## src/rtl/zafx_multicycle_core.sv

```systemverilog
// zafx_multicycle_core: multi-cycle ZAFx core with internal FSM and valid/ready IN/OUT
// Ports: clk_i/rst_ni (async active-low), imem_addr_o/imem_data_i (instruction ROM),
// dmem_addr_o/dmem_wdata_o/dmem_we_o/dmem_rdata_i (data memory), in_valid_i/in_ready_o/in_data_i,
// out_valid_o/out_ready_i/out_data_o, halted_o, illegal_o (both sticky).
// Build option: define ZAFX_MUL_EN to make R-type funct 0x18 (MUL) legal.
module zafx_multicycle_core #(
   parameter int DATA_W = 32,
   parameter int NREGS  = 32,
   parameter int PC_W   = 16
) (
   input  logic              clk_i,
   input  logic              rst_ni,
   output logic [PC_W-1:0]   imem_addr_o,
   input  logic [31:0]       imem_data_i,
   output logic [DATA_W-1:0] dmem_addr_o,
   output logic [DATA_W-1:0] dmem_wdata_o,
   output logic              dmem_we_o,
   input  logic [DATA_W-1:0] dmem_rdata_i,
   input  logic              in_valid_i,
   output logic              in_ready_o,
   input  logic [DATA_W-1:0] in_data_i,
   output logic              out_valid_o,
   input  logic              out_ready_i,
   output logic [DATA_W-1:0] out_data_o,
   output logic              halted_o,
   output logic              illegal_o
);
   localparam int RW = $clog2(NREGS);
   localparam logic [5:0] OP_R = 6'h00, OP_J = 6'h02, OP_BEQ = 6'h04, OP_BNE = 6'h05,
                          OP_ADDI = 6'h08, OP_LW = 6'h23, OP_SW = 6'h2B, OP_IN = 6'h3C,
                          OP_OUT = 6'h3D, OP_HALT = 6'h3F;
   localparam logic [5:0] F_SLL = 6'h00, F_MUL = 6'h18, F_ADD = 6'h20, F_SUB = 6'h22,
                          F_AND = 6'h24, F_OR = 6'h25, F_SLT = 6'h2A;
   typedef enum logic [2:0] {FETCH, DECODE, EXEC, MEM, WB, IO_WAIT, HALT} state_t;
   state_t            state_q, state_d;
   logic [PC_W-1:0]   pc_q, pc_d;
   logic [31:0]       ir_q, ir_d;
   logic [DATA_W-1:0] a_q, a_d, b_q, b_d, res_q, res_d, out_q, out_d;
   logic              illegal_q, illegal_d;
   logic [DATA_W-1:0] regs_q [NREGS];
   logic [5:0]        op, fn;
   logic [RW-1:0]     rs_idx, rt_idx, rd_idx, rf_waddr;
   logic [DATA_W-1:0] rs_val, rt_val, imm_d, alu, rf_wdata;
   logic [PC_W-1:0]   imm_p, jump;
   logic              r_ok, legal, take, rf_we;
   assign op     = ir_q[31:26];
   assign fn     = ir_q[5:0];
   assign rs_idx = ir_q[21 +: RW];
   assign rt_idx = ir_q[16 +: RW];
   assign rd_idx = ir_q[11 +: RW];
   assign rs_val = regs_q[rs_idx];
   assign rt_val = regs_q[rt_idx];
   assign imm_d  = DATA_W'($signed(ir_q[15:0]));
   assign imm_p  = PC_W'($signed(ir_q[15:0]));
   assign jump   = PC_W'(ir_q[25:0]);
`ifdef ZAFX_MUL_EN
   assign r_ok = fn inside {F_ADD, F_SUB, F_AND, F_OR, F_SLT, F_SLL, F_MUL};
`else
   assign r_ok = fn inside {F_ADD, F_SUB, F_AND, F_OR, F_SLT, F_SLL};
`endif
   assign legal = op == OP_R ? r_ok
                : op inside {OP_J, OP_BEQ, OP_BNE, OP_ADDI, OP_LW, OP_SW, OP_IN, OP_OUT, OP_HALT};
   // pc_q already holds pc+1 here, so the taken target is simply pc_q+imm
   assign take = (op == OP_BEQ && a_q == b_q) || (op == OP_BNE && a_q != b_q);
   // non-R opcodes that reach the ALU all need base+offset
   always_comb begin
      alu = a_q + imm_d;
      if (op == OP_R)
         case (fn)
            F_ADD:   alu = a_q + b_q;
            F_SUB:   alu = a_q - b_q;
            F_AND:   alu = a_q & b_q;
            F_OR:    alu = a_q | b_q;
            F_SLT:   alu = DATA_W'($signed(a_q) < $signed(b_q));
            F_SLL:   alu = b_q << ir_q[10:6];
`ifdef ZAFX_MUL_EN
            F_MUL:   alu = a_q * b_q;
`endif
            default: alu = '0;
         endcase
   end
   always_ff @(posedge clk_i or negedge rst_ni)
      if (!rst_ni) state_q <= FETCH;
      else         state_q <= state_d;
   always_comb begin
      state_d = state_q;
      case (state_q)
         FETCH:   state_d = DECODE;
         DECODE:  state_d = op == OP_HALT ? HALT : (op == OP_IN || op == OP_OUT) ? IO_WAIT : EXEC;
         EXEC:    state_d = ((op == OP_R && r_ok) || op == OP_ADDI) ? WB
                          : (op == OP_LW || op == OP_SW) ? MEM : FETCH;
         MEM:     state_d = op == OP_LW ? WB : FETCH;
         WB:      state_d = FETCH;
         IO_WAIT: state_d = (op == OP_IN ? in_valid_i : out_ready_i) ? FETCH : IO_WAIT;
         default: state_d = HALT;
      endcase
   end
   always_comb begin
      dmem_we_o   = state_q == MEM && op == OP_SW;
      in_ready_o  = state_q == IO_WAIT && op == OP_IN;
      out_valid_o = state_q == IO_WAIT && op == OP_OUT;
      halted_o    = state_q == HALT;
      rf_we       = state_q == WB || (in_ready_o && in_valid_i);
      rf_waddr    = op == OP_R ? rd_idx : rt_idx;
      rf_wdata    = state_q == IO_WAIT ? in_data_i : res_q;
   end
   assign imem_addr_o  = pc_q;
   assign dmem_addr_o  = res_q;
   assign dmem_wdata_o = b_q;
   assign out_data_o   = out_q;
   assign illegal_o    = illegal_q;
   always_comb begin
      pc_d      = pc_q;
      ir_d      = ir_q;
      a_d       = a_q;
      b_d       = b_q;
      res_d     = res_q;
      out_d     = out_q;
      illegal_d = illegal_q;
      case (state_q)
         FETCH: begin
            ir_d = imem_data_i;
            pc_d = pc_q + PC_W'(1);
         end
         DECODE: begin
            a_d   = rs_val;
            b_d   = rt_val;
            out_d = op == OP_OUT ? rs_val : out_q;
         end
         EXEC: begin
            res_d     = alu;
            pc_d      = op == OP_J ? jump : take ? pc_q + imm_p : pc_q;
            illegal_d = illegal_q | ~legal;
         end
         MEM:     res_d = dmem_rdata_i;
         default: ;
      endcase
   end
   always_ff @(posedge clk_i or negedge rst_ni)
      if (!rst_ni) begin
         pc_q      <= '0;
         ir_q      <= '0;
         a_q       <= '0;
         b_q       <= '0;
         res_q     <= '0;
         out_q     <= '0;
         illegal_q <= 1'b0;
      end else begin
         pc_q      <= pc_d;
         ir_q      <= ir_d;
         a_q       <= a_d;
         b_q       <= b_d;
         res_q     <= res_d;
         out_q     <= out_d;
         illegal_q <= illegal_d;
      end
   // register 0 is never written, so it reads as zero after reset
   always_ff @(posedge clk_i or negedge rst_ni)
      if (!rst_ni) begin
         for (int i = 0; i < NREGS; i++) regs_q[i] <= '0;
      end else if (rf_we && rf_waddr != '0) begin
         regs_q[rf_waddr] <= rf_wdata;
      end
endmodule

```

## config.mk

```make
export PLATFORM = sky130hd
export DESIGN_NAME = zafx_multicycle_core
export DESIGN_NICKNAME = d
export VERILOG_FILES = /design/src/rtl/zafx_multicycle_core.sv
export SDC_FILE = /design/constraint.sdc
export NUM_CORES = 2
export LEC_CHECK = 0
export CAP_MARGIN = 10
export CORE_MARGIN = 10
export CORE_UTILIZATION = 40
export CTS_CLUSTER_SIZE = 16
export DETAILED_ROUTE_END_ITERATION = 12
export PLACE_DENSITY = 0.52
export REMOVE_ABC_BUFFERS = 1
export SETUP_SLACK_MARGIN = 0.1
export SLEW_MARGIN = 20
export SYNTH_ARGS = -nofsm -noshare
export SYNTH_HDL_FRONTEND = slang
export SYNTH_SLANG_ARGS = --single-unit
```

## constraint.sdc

```tcl
create_clock -name clk_i -period 3.9 [get_ports clk_i]
set_input_delay 0.78 -clock clk_i [delete_from_list [all_inputs] [get_ports clk_i]]
set_output_delay 0.78 -clock clk_i [all_outputs]
set_load 0.03 [all_outputs]
```

Yosys cells after proc, flatten, opt, wreduce, memory -nomap -nowiden
Index checks and enable logic that the tools add are counted.
- equality and inequality tests: 23
- $lt $le $gt $ge: 5
- $add $sub $neg: 5
- shift-type cells: 1
- muxes and demuxes: 26
- bitwise operators: 7
- reductions and logical operators: 24
- operators by type and width (cell ; count):
    1024-bit bitwise mux ; 1
    32-bit binary-select mux with 5-bit select ; 2
    32-bit 2-to-1 mux ; 7
    32-bit one-hot mux with 6 select lines ; 1
    32-bit demux with 5-bit select ; 1
    32-bit adder ; 2
    32-bit one-hot mux with 2 select lines ; 1
    6-bit equality test (second input constant) ; 10
    32-bit bitwise AND ; 1
    32-bit equality test ; 1
    32-bit less-than comparator ; 1
    16-bit 2-to-1 mux ; 2
    32-bit != test ; 1
    32-bit OR ; 1
    16-bit one-hot mux with 2 select lines ; 1
    32-bit by 5-bit << shifter with 32-bit output ; 1
    32-bit subtractor ; 1
    6-bit >= comparator (second input constant) ; 3
    5-bit NOT with 6-bit output ; 3
    3-bit one-hot mux with 6 select lines ; 1
    16-bit by 1-bit adder with 16-bit output (second input constant) ; 1
    16-bit adder ; 1
    3-bit 2-to-1 mux ; 5
    6-bit by 3-bit equality test with 1-bit output (second input constant) ; 2
    other kinds (21) ; 40
- input port bits: 100
- word-level logic and storage cells: 131
- register bits: 1204
- output and inout bits: 117

Logic depth before layout (Yosys ltp)
- depth in word-level cells: 8
- depth in mapped cells: 14
- mapped depth without buffers: 14

Worst setup path before layout
Ideal clock, no wire load.
- path kind: reg2reg
- start point: reg b_q[0] (netlist: dmem_wdata_o[0])
- end point: reg res_q[24] (netlist: dmem_addr_o[24])
- stages on the path, launching flop included: 13
- library setup time: 0.124 ns
- required time: 3.776 ns
- clock period less this slack: 3.123 ns
- setup slack: 0.777 ns
- arrival time: 2.999 ns
- buffers on the path: 0
- path through: dfrtp_1 -> ha_1 -> fa_1 -> a21o_1 -> a211oi_1 -> o2111ai_1 -> nand2_1 -> nor2_1 -> o41ai_2 -> o21ai_0 -> xnor2_1 -> nor3_1 -> a211o_1
- longest elaborated chain between the ends: 4
- elaborated cells between the ends (all ways): 6
- classes of those cells: 2 x add/sub; 1 x shift; 3 x mux
- ends and longest elaborated chain (element ; RTL line ; RTL):
    start, declared ; 38 ; logic [DATA_W-1:0] a_q, a_d, b_q, b_d, res_q, res_d, out_q, out_d;
    start signal, assigned ; 144 ; b_q <= '0;
    start signal, assigned ; 152 ; b_q <= b_d;
    32-bit subtractor (tied with other cells) ; 71 ; F_SUB: alu = a_q - b_q;
    32-bit one-hot mux with 6 select lines (*) ; 69 ; case (fn)
    32-bit 2-to-1 mux (*) ; 68 ; if (op == OP_R)
    32-bit one-hot mux with 2 select lines (*) ; 120 ; case (state_q)
    end signal, assigned ; 153 ; res_q <= res_d;
    end, declared ; 38 ;
Mark *: on every way between the ends. The rest lies on a longest branch, timed or not.
A chain may end at the register's enable or synchronous reset.

Worst setup path after layout
- start point: reg ir_q[4]
- end point: reg res_q[0] (netlist: dmem_addr_o[0])
- longest elaborated chain between the ends: 4
- elaborated cells between the ends (all ways): 9
- classes of those cells: 5 x eq/ne; 3 x mux; 1 x reduce/logical
- ends and longest elaborated chain (element ; RTL line ; RTL):
    start, declared ; 37 ; logic [31:0] ir_q, ir_d;
    start signal, assigned ; 150 ; ir_q <= ir_d;
    6-bit equality test or 6-bit zero test (tied branches) ; 69 ;
    32-bit one-hot mux with 6 select lines (*) ; 69 ;
    32-bit 2-to-1 mux (*) ; 68 ;
    32-bit one-hot mux with 2 select lines (*) ; 120 ;
Marked as above.

==> impl_metrics.env <==
export IMPL_syn_area_per_cell_um2=10.6
export IMPL_pin_count_of_the_biggest_net_entering_global_routing=132
export IMPL_post_synth_num_cell_types=105
export IMPL_gp_congestion=0.972
export IMPL_post_dp_cell_area_mm2=0.0753
export IMPL_grt_first_pass_wirelength_mm=395
export IMPL_worst_path_max_fanout=9
export IMPL_syn_to_final_growth_pct=16.5
export IMPL_post_layout_total_power_mw=68.0
export IMPL_wl_per_cell_um=30.8
export IMPL_max_cap_viol_count=0
export IMPL_multiInputGateArea_mm2=0.0357
export IMPL_synthFlopType="sky130_fd_sc_hd__dfrtp_1"
export IMPL_drt_drc_violations_left=0
export IMPL_core_mm2=0.170
export IMPL_run_status="finished, final reports clean"
export IMPL_finalSetupViolations=0
export IMPL_final_instance_count_excl_fill=8886
export IMPL_dieHeight_um=434
export IMPL_num_vias=54800
export IMPL_synth_yosys_warnings=0
export IMPL_register_area_mm2=0.0302
export IMPL_drt_pass1_iterations=6
export IMPL_mappedNetlistArea_mm2=0.0686
export IMPL_cp_data_arrival_time_ns=4.47
export IMPL_ios=217
export IMPL_clk_pin_slew_ns=0.07
export IMPL_cts_setup_buffers=0
export IMPL_clkLatencyLatePin_ns=0.84
export IMPL_hold_depth=0
export IMPL_vdd_drop_max_mv=0.516
export IMPL_synthArstFlopShare=1.00
export IMPL_slew_viol_final=0
export IMPL_antennaDiodeCount=0
export IMPL_fillerInstances=15700
export IMPL_synth_edff_count=0
export IMPL_buffer_depth_of_the_longest_clock_path=3
export IMPL_r2r_end="dmem_addr_o[0]"
export IMPL_num_nets_final=6819
export IMPL_dp_worst_setup_slack_ns=0.303
export IMPL_power_per_cell_area_mw_per_mm2=851
export IMPL_tightestPinTransition_ns=0.952
export IMPL_cellLeakagePower_nw=34.2
export IMPL_synth_top_area_share=0.439
export IMPL_postSynthCellCount=6452
export IMPL_critPathKind="flip-flop to flip-flop"
export IMPL_post_layout_utilization_of_the_core=0.470
export IMPL_floorplan_die_area_mm2=0.189
export IMPL_clockRootBuffer="sky130_fd_sc_hd__clkbuf_16"
export IMPL_numClockSinks=1204
export IMPL_cts_tree="yes"
export IMPL_maxSlewHeadroom=0.363
export IMPL_synth_area_leaders="sky130_fd_sc_hd__dfrtp_1 (44%), sky130_fd_sc_hd__mux4_2 (21%), sky130_fd_sc_hd__a21oi_1 (6.3%), sky130_fd_sc_hd__nor2_1 (4.6%), sky130_fd_sc_hd__nand2_1 (3.8%)"
export IMPL_die_w_um=434
export IMPL_rr_worst_depth=10
export IMPL_cts_htree_levels=4
export IMPL_cts_buffers=140
export IMPL_worst_setup_path_start_kind="flip-flop"
export IMPL_postRouteAntennaNets=0
export IMPL_synthMostInstantiatedCell="sky130_fd_sc_hd__dfrtp_1"
export IMPL_achievable_frequency_ghz=0.269
export IMPL_worstHoldStart="regs_q[995]"
export IMPL_antenna_violations_before_repair=5
export IMPL_placed_cells=8640
export IMPL_part_of_the_cycle_the_worst_path_needs=0.954
export IMPL_port_buffers=216
export IMPL_start_util=0.404
export IMPL_route_final_wire_length_mm=273
export IMPL_synth_common_cells="sky130_fd_sc_hd__dfrtp_1 (1204), sky130_fd_sc_hd__a21oi_1 (858), sky130_fd_sc_hd__nor2_1 (841)"
export IMPL_grt_pass1_vias=54500
export IMPL_worst_r2r_setup_slack_ns=0.18
export IMPL_drt_vias_per_instance=6.17
export IMPL_final_layout_size_suffix_gt1_frac=0.206
export IMPL_globalRouteTotalUtil=0.287
export IMPL_unrepaired_setup_endpoints_after_global_routing="no"
export IMPL_place_hpwl_mm=185
export IMPL_crit_path_end_kind="flip-flop"
export IMPL_r2r_start="ir_q[4]"
export IMPL_finalWorstPathRequiredPeriod_ns=3.72
export IMPL_synth_ff_latch_count=1204
export IMPL_hp_class="flip-flop to flip-flop"
export IMPL_drt_iter0_markers=6086
export IMPL_area_leader_netlist="sky130_fd_sc_hd__dfrtp_1"
export IMPL_worstHoldEndpoint="regs_q[995]"
export IMPL_finalHoldViolCount=0
export IMPL_final_area_mm2=0.0799
export IMPL_grt_ovfl_total=0
export IMPL_critPathRequiredTime_ns=4.65
export IMPL_ys_seq_area_frac=0.439
export IMPL_fin_ws_ns=0.179
export IMPL_final_setup_skew_ns=0.0452
export IMPL_placementRows=151
## power by group
part	internal [mW]	leakage, nW	switching [mW]
Clock	7.82	2.28	5.70
Sequential	15.3	16.4	3.28
Combinational	14.0	15.5	21.9
Total	37.1	34.2	30.9
## timing repair
| item | in CTS | in global routing |
|---|---|---|
| endpoints found under the hold margin | 53 | 0 |
| hold buffers | 1 | 0 |
| setup endpoints to repair | 0 | 7 |
| resized for setup | 0 | 3 |
## cell type report
| cell class | instances | area share |
|---|---|---|
| multi-input combinational | 4510 | 0.447 |
| sequential | 1204 | 0.377 |
| timing repair buffer | 583 | 0.0768 |
| clock buffer | 197 | 0.0507 |
| tap | 2218 | 0.0347 |
| clock inverter | 48 | 0.00734 |
| inverter | 126 | 0.00595 |
## sequential cells by signal, indices dropped and copies added, names as in the netlist
| name | count |
|---|---|
| regs_q | 1024 |
| dmem_addr_o | 32 |
| out_data_o | 32 |
| illegal_o | 1 |
| state_q | 3 |
| imem_addr_o | 16 |
| ir_q | 32 |
| dmem_wdata_o | 32 |
| a_q | 32 |
## routing by layer
layer	track usage	wire length (µm)	vias to the layer above
met4	0.119	12800	4
met3	0.0545	20500	541
li1	-	-	23700
met1	0.396	115000	28300
met2	0.445	125000	2301
met5	0	27	-
## worst max-delay path by stage
stage                    start               to  depth (start not counted)
2_1_floorplan         ir_q[16]      regs_q[192]                          4
4_1_cts               ir_q[27]      out_valid_o                          5
6_report               ir_q[4]   dmem_addr_o[0]                         10
3_3_place_gp            a_q[1]  dmem_addr_o[29]                         11
3_5_place_dp   dmem_wdata_o[1]   imem_addr_o[0]                         16
5_1_grt        dmem_wdata_o[1]   imem_addr_o[0]                         16
## worst max-delay path, stage by stage (launching register included)
cell,delay (ns)
sky130_fd_sc_hd__dfrtp_1,0.46
sky130_fd_sc_hd__buf_4,0.21
sky130_fd_sc_hd__or4_1,0.62
sky130_fd_sc_hd__nor3_2,0.55
sky130_fd_sc_hd__nand2b_1,0.26
sky130_fd_sc_hd__nor3_2,0.33
sky130_fd_sc_hd__buf_4,0.21
sky130_fd_sc_hd__a22oi_1,0.08
sky130_fd_sc_hd__a311oi_1,0.50
sky130_fd_sc_hd__a21oi_1,0.20
sky130_fd_sc_hd__a31oi_1,0.21
## cell usage in the layout, fill, tap and decap left out, types with 20 or more instances in the layout
master	Yosys	final
sky130_fd_sc_hd__a21o_1	31	31
sky130_fd_sc_hd__a21oi_1	858	858
sky130_fd_sc_hd__a31oi_1	57	57
sky130_fd_sc_hd__buf_12	0	98
sky130_fd_sc_hd__buf_4	9	270
sky130_fd_sc_hd__clkbuf_1	387	27
sky130_fd_sc_hd__clkbuf_16	0	143
sky130_fd_sc_hd__clkbuf_8	0	27
sky130_fd_sc_hd__clkdlybuf4s50_1	0	214
sky130_fd_sc_hd__dfrtp_1	1204	1191
sky130_fd_sc_hd__ha_1	150	150
sky130_fd_sc_hd__inv_1	120	120
sky130_fd_sc_hd__mux2i_1	117	85
sky130_fd_sc_hd__mux2i_2	1	33
sky130_fd_sc_hd__mux4_2	648	648
sky130_fd_sc_hd__nand2_1	698	688
sky130_fd_sc_hd__nand3_1	51	49
sky130_fd_sc_hd__nor2_1	841	839
sky130_fd_sc_hd__nor2_4	20	21
sky130_fd_sc_hd__nor3_1	42	40
sky130_fd_sc_hd__o211ai_1	32	32
sky130_fd_sc_hd__o21ai_0	512	512
sky130_fd_sc_hd__o221ai_1	20	20
sky130_fd_sc_hd__xnor2_1	33	32
## stage by stage
step | hold slack (ns) | TNS (ns)
finish | 0.393 | 0
global route | 0.404 | 0
CTS | 0.396 | 0
detailed placement | 0.383 | 0
global placement | 0.376 | 0
floorplan | 0.365 | -8986.73
## cell families (layout without fill, tap and decap cells)
| kind of cell | after synthesis | count (layout) | share of synthesized area |
|---|---|---|---|
| xor gates and xnor gates | 47 | 47 | 0.00600 |
| DFF | 1204 | 1204 | 0.439 |
| and+or+nand+nor | 1820 | 1820 | 0.111 |
| muxes | 767 | 767 | 0.230 |
| AOI/OAI and AO/OA | 1722 | 1722 | 0.141 |
| buffers and inverters | 738 | 954 | 0.0445 |
| adders and majority gates | 154 | 154 | 0.0285 |
(Power assumes the default switching activity.)
